$ cat src/rtl/io_mem_scheduler_pkg.sv
// Shared constants for the IO memory scheduler: device count, direction codes and FSM state type.
`timescale 1ns/1ps
package gc;
    localparam int   IO_COUNT             = 3;
    localparam logic IO_IN                = 1'b1;  // device writes to memory
    localparam logic IO_OUT               = 1'b0;  // device reads from memory
    localparam int   IO_SCHED_MIN_LATENCY = 3;

    typedef enum logic [1:0] {IDLE, ISSUE, ACK} io_sched_state_t;
endpackage

$ cat src/rtl/io_mem_scheduler_rr_picker.sv
// Round-robin picker: returns the first set request at or after ptr_i, wrapping modulo N.
`timescale 1ns/1ps
module rr_picker #(
    parameter int N = 2,
    parameter int W = $clog2(N)
) (
    input  logic [N-1:0] req_i,
    input  logic [W-1:0] ptr_i,
    output logic         found_o,
    output logic [W-1:0] idx_o
);
    int cand;

    // Scan from the farthest offset down so the offset closest to ptr_i wins.
    always_comb begin
        found_o = |req_i;
        idx_o   = '0;
        cand    = 0;
        for (int k = N - 1; k >= 0; k--) begin
            cand = (int'(ptr_i) + k) % N;
            if (req_i[cand]) begin
                idx_o = W'(cand);
            end
        end
    end
endmodule

$ cat src/rtl/io_mem_scheduler.sv
// Demand-driven round-robin scheduler sharing one memory port among IO devices.
// Optional per-device saturating grant counters are enabled with `define IOSCHED_GRANT_CNT_EN.
`timescale 1ns/1ps
module io_mem_scheduler #(
    parameter int IO_COUNT   = gc::IO_COUNT,
    parameter int WORD_SIZE  = 8,
    parameter int ADDR_WIDTH = 8,
    parameter int CNT_WIDTH  = 16
) (
    input  logic                                 clk,
    input  logic                                 rst,
    input  logic [IO_COUNT-1:0]                  req,
    input  logic [IO_COUNT-1:0]                  dirArr,
    input  logic [IO_COUNT-1:0][ADDR_WIDTH-1:0]  addressInArr,
    input  logic [IO_COUNT-1:0][WORD_SIZE-1:0]   dataInArr,
    output logic [IO_COUNT-1:0]                  ack,
    output logic [WORD_SIZE-1:0]                 dataOut,
    output logic [$clog2(IO_COUNT)-1:0]          grantId,
    output logic                                 busy,
    output logic                                 memEn,
    output logic                                 memWe,
    output logic [ADDR_WIDTH-1:0]                memAdd,
    output logic [WORD_SIZE-1:0]                 memWData,
`ifdef IOSCHED_GRANT_CNT_EN
    output logic [IO_COUNT-1:0][CNT_WIDTH-1:0]   grantCnt,
`endif
    input  logic [WORD_SIZE-1:0]                 memRData,
    input  logic                                 memReady
);
    import gc::*;

    localparam int ID_W = $clog2(IO_COUNT);

    io_sched_state_t        state_q, state_d;
    logic [ID_W-1:0]        ptr_q;
    logic [ID_W-1:0]        grant_q;
    logic [ADDR_WIDTH-1:0]  addr_q;
    logic [WORD_SIZE-1:0]   wdata_q;
    logic                   dir_q;
    logic [WORD_SIZE-1:0]   dout_q;
    logic                   pick_found;
    logic [ID_W-1:0]        pick_idx;

    rr_picker #(
        .N (IO_COUNT),
        .W (ID_W)
    ) u_picker (
        .req_i   (req),
        .ptr_i   (ptr_q),
        .found_o (pick_found),
        .idx_o   (pick_idx)
    );

    always_ff @(posedge clk) begin
        if (rst) begin
            state_q <= IDLE;
        end else begin
            state_q <= state_d;
        end
    end

    always_comb begin
        state_d = state_q;
        case (state_q)
            IDLE:    if (pick_found) state_d = ISSUE;
            ISSUE:   if (memReady)   state_d = ACK;
            ACK:     state_d = IDLE;
            default: state_d = IDLE;
        endcase
    end

    always_comb begin
        memEn = (state_q == ISSUE);
        memWe = (state_q == ISSUE) && (dir_q == IO_IN);
        busy  = (state_q != IDLE);
        ack   = '0;
        if (state_q == ACK) begin
            ack[grant_q] = 1'b1;
        end
    end

    // Request fields are captured at grant so a device withdrawing req cannot disturb the transaction.
    always_ff @(posedge clk) begin
        if (rst) begin
            ptr_q   <= '0;
            grant_q <= '0;
            addr_q  <= '0;
            wdata_q <= '0;
            dir_q   <= IO_OUT;
            dout_q  <= '0;
        end else begin
            if (state_q == IDLE && pick_found) begin
                grant_q <= pick_idx;
                addr_q  <= addressInArr[pick_idx];
                wdata_q <= dataInArr[pick_idx];
                dir_q   <= dirArr[pick_idx];
            end
            if (state_q == ISSUE && memReady && dir_q == IO_OUT) begin
                dout_q <= memRData;
            end
            if (state_q == ACK) begin
                ptr_q <= (grant_q == ID_W'(IO_COUNT - 1)) ? '0 : grant_q + ID_W'(1);
            end
        end
    end

    assign dataOut  = dout_q;
    assign grantId  = grant_q;
    assign memAdd   = addr_q;
    assign memWData = wdata_q;

`ifdef IOSCHED_GRANT_CNT_EN
    generate
        for (genvar gi = 0; gi < IO_COUNT; gi++) begin : g_grant_cnt
            logic [CNT_WIDTH-1:0] cnt_q;

            always_ff @(posedge clk) begin
                if (rst) begin
                    cnt_q <= '0;
                end else if (ack[gi] && (cnt_q != {CNT_WIDTH{1'b1}})) begin
                    cnt_q <= cnt_q + CNT_WIDTH'(1);
                end
            end

            assign grantCnt[gi] = cnt_q;
        end
    endgenerate
`else
    // Grant statistics are not built in this configuration.
`endif
endmodule
$ cat config.mk
export PLATFORM = sky130hd
export DESIGN_NAME = io_mem_scheduler
export DESIGN_NICKNAME = d
export VERILOG_FILES = /design/src/rtl/io_mem_scheduler_pkg.sv /design/src/rtl/io_mem_scheduler_rr_picker.sv /design/src/rtl/io_mem_scheduler.sv
export SDC_FILE = /design/constraint.sdc
export NUM_CORES = 1
export LEC_CHECK = 0
export CORE_ASPECT_RATIO = 1.4
export CORE_MARGIN = 2
export CORE_UTILIZATION = 30
export CTS_BUF_LIST = sky130_fd_sc_hd__clkbuf_4 sky130_fd_sc_hd__clkbuf_8
export DETAILED_ROUTE_END_ITERATION = 7
export HOLD_SLACK_MARGIN = 0.08
export PLACE_DENSITY_LB_ADDON = 0.2
export SLEW_MARGIN = 20
export SYNTH_ARGS = -nofsm -noshare
export SYNTH_HDL_FRONTEND = slang
export SYNTH_SLANG_ARGS = --single-unit
$ cat constraint.sdc
create_clock -name clk -period 4.1 [get_ports clk]
set_input_delay 1.025 -clock clk [delete_from_list [all_inputs] [get_ports clk]]
set_output_delay 1.025 -clock clk [all_outputs]
set_load 0.01 [all_outputs]
==> results.py <==
metrics = {
    "status": {
        "status": "complete, no violations",
    },
    "synthesis": {
        "synth_commonest_cells": "35 x nor2_1, 31 x dfxtp_1, 31 x nand2_1",
        "ys_seq_area_share_pct": 33.63,
        "ys_types": 37,
        "syn-num-nets": 293,
        "synth_xor_area_share_pct": 0,
        "ys.flop_type": "dfxtp_1",
        "synthArstFlopShare_pct": 0,
        "synth_area_leaders": "dfxtp_1 34%, nor2_1 7.1%, a221oi_2 6.5%",
        "synth-edff-count": 0,
        "synthSimpleGateAreaFrac_pct": 22.51,
        "synth.avg_cell_area_um2": 8.202,
        "synth_top_family_by_area": "compound AO/OA/AOI/OAI gates",
        "synthCells": 225,
        "synth_fa_ha_area_share_pct": 2.034,
        "synth_top_cell_by_area": "dfxtp_1",
        "yosys_warnings": 0,
        "synth_area_mm2": 0.001846,
        "synth-seq-cells": 31,
        "synth_mux_area_share_pct": 6.102,
        "synth_most_common_cell": "nor2_1",
        "yosysTopAreaCellShare_pct": 33.63,
        "synth_compound_area_share_pct": 29.15,
    },
    "global_route": {
        "antenna_found_initial": 0,
        "grt_pass1_wl_um": 9039,
        "grt_max_degree": 27,
        "track_usage_pct": 16.27,
        "grt_remaining_overflow": 0,
        "grt_pass1_vias": 1902,
    },
    "die": {
        "die_w_um": 70.29,
        "die_area_mm2": 0.006804,
        "ios": 97,
        "core_mm2": 0.005904,
        "floorplan.initialDensity_pct": 31.26,
        "die_height_um": 96.80,
        "std_cell_rows": 33,
    },
    "critical_path": {
        "rrSetupSlack_ns": 1.43,
        "critPathMaxFanout": 12,
        "rr_startpoint": "ptr_q[1]",
        "required_ns": 4.20,
        "critPathKind": "in2reg",
        "startpoint": "req[1]",
        "r2r-end": "memAdd[3]",
        "reg2reg_depth": 8,
        "cp-start-kind": "input pin",
        "critPathArrivalTime_ns": 3.12,
        "end_kind": "register",
    },
    "min_path": {
        "min-delay-start": "dataOut[2]",
        "min_to": "dataOut[2]",
        "whs_path_depth": 2,
        "worstHoldPathType": "reg2reg",
    },
    "flow_run": {
        "drv_cap": 0,
    },
    "route": {
        "num_vias": 1976,
        "wl_per_cell_um": 14.20,
        "drtAntennaViolNets": 0,
        "firstDrtPassIters": 4,
        "first_iter_violations": 56,
        "drc": 0,
        "routed_via_density": 5.067,
        "wl_um": 5538,
    },
    "clocking": {
        "clk_latency_ns": 0.28,
        "h-tree-depth": 2,
        "clockBufferDepth": 2,
        "cts_tree": "built",
        "cts_resized": 0,
        "cts_hold_buf": 0,
        "cts_buffers": 5,
        "cts_sinks": 31,
        "clk_pin_slew_ns": 0.06,
        "cts_root_buf": "clkbuf_8",
        "cts_setup_buffers": 0,
    },
    "cells_and_area": {
        "syn_to_final_growth_pct": 60.88,
        "seq_area_um2": 620.6,
        "drive_gt1_share_pct": 9.063,
        "num-fill-cells": 607,
        "final_cells": 390,
        "multi_input_area_mm2": 0.001104,
        "diodes": 0,
        "nets": 387,
    },
    "timing": {
        "period_share_pct": 73.66,
        "max_freq_ghz": 0.3311,
        "drv_slew": 0,
        "rsz0062_at_grt": "false",
        "finalSetupViolations": 0,
        "layout_min_cycle_time_ns": 3.020,
        "tightestPinTransition_ns": 0.9865,
        "setup_slack_ns": 1.080,
        "tns_ns": 0,
        "relSlewSlack_pct": 34.02,
        "clock-skew-final_ns": 0.005862,
        "finalHoldViolCount": 0,
    },
    "pwr": {
        "ir_drop_v": 0.0001839,
        "p_per_area_mw_per_mm2": 323.8,
        "p_leak_nw": 1.132,
    },
    "placed_design": {
        "place.port_buffers": 96,
        "dp_hpwl_um": 4219,
        "gp_congestion": 0.7473,
        "dpl.cell_count": 382,
        "place_ws_ns": 0.8048,
    },
}
==> final cells by class <==
| class | instances | area share, % |
|---|---|---|
| multi-input combinational | 169 | 37.17 |
| timing repair buffer | 101 | 33.63 |
| sequential | 31 | 20.90 |
| tap | 70 | 2.950 |
| clock buffer | 6 | 2.781 |
| inverter | 11 | 1.391 |
| clock inverter | 2 | 1.180 |
==> sequential cells by signal, summed over array words and instances, names as in the netlist <==
name      cells
dataOut       8
memAdd        8
memWData      8
grantId       2
ptr_q         2
state_q       2
dir_q         1
==> worst max-delay path by stage <==
stage | slack [ns] | endpoint | cells after the start
floorplan | 1.76 | memAdd[4] | 6
detailed placement | 0.80 | memAdd[0] | 7
finish | 1.08 | memAdd[3] | 7
global placement | 0.84 | memAdd[0] | 7
global route | 0.98 | memAdd[0] | 7
CTS | 1.10 | memAdd[3] | 7
==> logic make-up (layout without fill, tap and decap cells) <==
family | Yosys count | after routing
buffers and inverters | 25 | 120
and+or+nand+nor | 92 | 92
adders and majority gates | 3 | 3
AOI/OAI and AO/OA | 64 | 64
DFF | 31 | 31
muxes | 10 | 10
==> worst max-delay path, cell delays in order <==
cell and delay [ns]:
clkdlybuf4s50_1 0.52, a22oi_1 0.26, o22ai_2 0.16, o32a_1 0.52, buf_4 0.25, a221oi_2 0.28, a221oi_1 0.11
==> placed cells by master, fill, tap and decap left out, types with 6 or more instances in the layout <==
master,count
a221oi_1,6
and2_1,8
a21oi_1,13
clkbuf_8,6
mux2i_1,9
a31oi_1,11
a211oi_1,7
clkdlybuf4s50_1,96
nor2_1,35
dfxtp_1,31
inv_1,11
nand2_1,31
a221oi_2,8
a211o_1,10
==> where the power goes <==
part           switching (mW)  total, mW  internal (mW)
clock                   0.113      0.309          0.196
combinational           0.138      0.305          0.167
sequential             0.0168      0.347          0.330
total                   0.268      0.961          0.694
==> routing by layer <==
| layer | part of all wire (%) | track usage (%) | vias to the layer above |
|---|---|---|---|
| li1 | - | - | 997 |
| met1 | 38 | 17.93 | 913 |
| met2 | 55 | 30.33 | 60 |
| met3 | 4.8 | 2.813 | 6 |
| met4 | 1.8 | 5.917 | 0 |
| met5 | 0 | 0 | - |
==> stage by stage <==
step | cell area, µm² | hold slack (ns) | util, % | power, mW
5_1_grt | 2969 | 0.5270 | 50.29 | 1.010
3_3_place_gp | 2851 | 0.4710 | 48.29 | 0.6595
6_report | 2969 | 0.4914 | 50.29 | 0.9614
4_1_cts | 2969 | 0.5001 | 50.29 | 0.9756
3_5_place_dp | 2851 | 0.4819 | 48.29 | 0.6614
2_1_floorplan | 1846 | 0.4874 | - | 0.5089
Power figures use the tool's default switching activity.
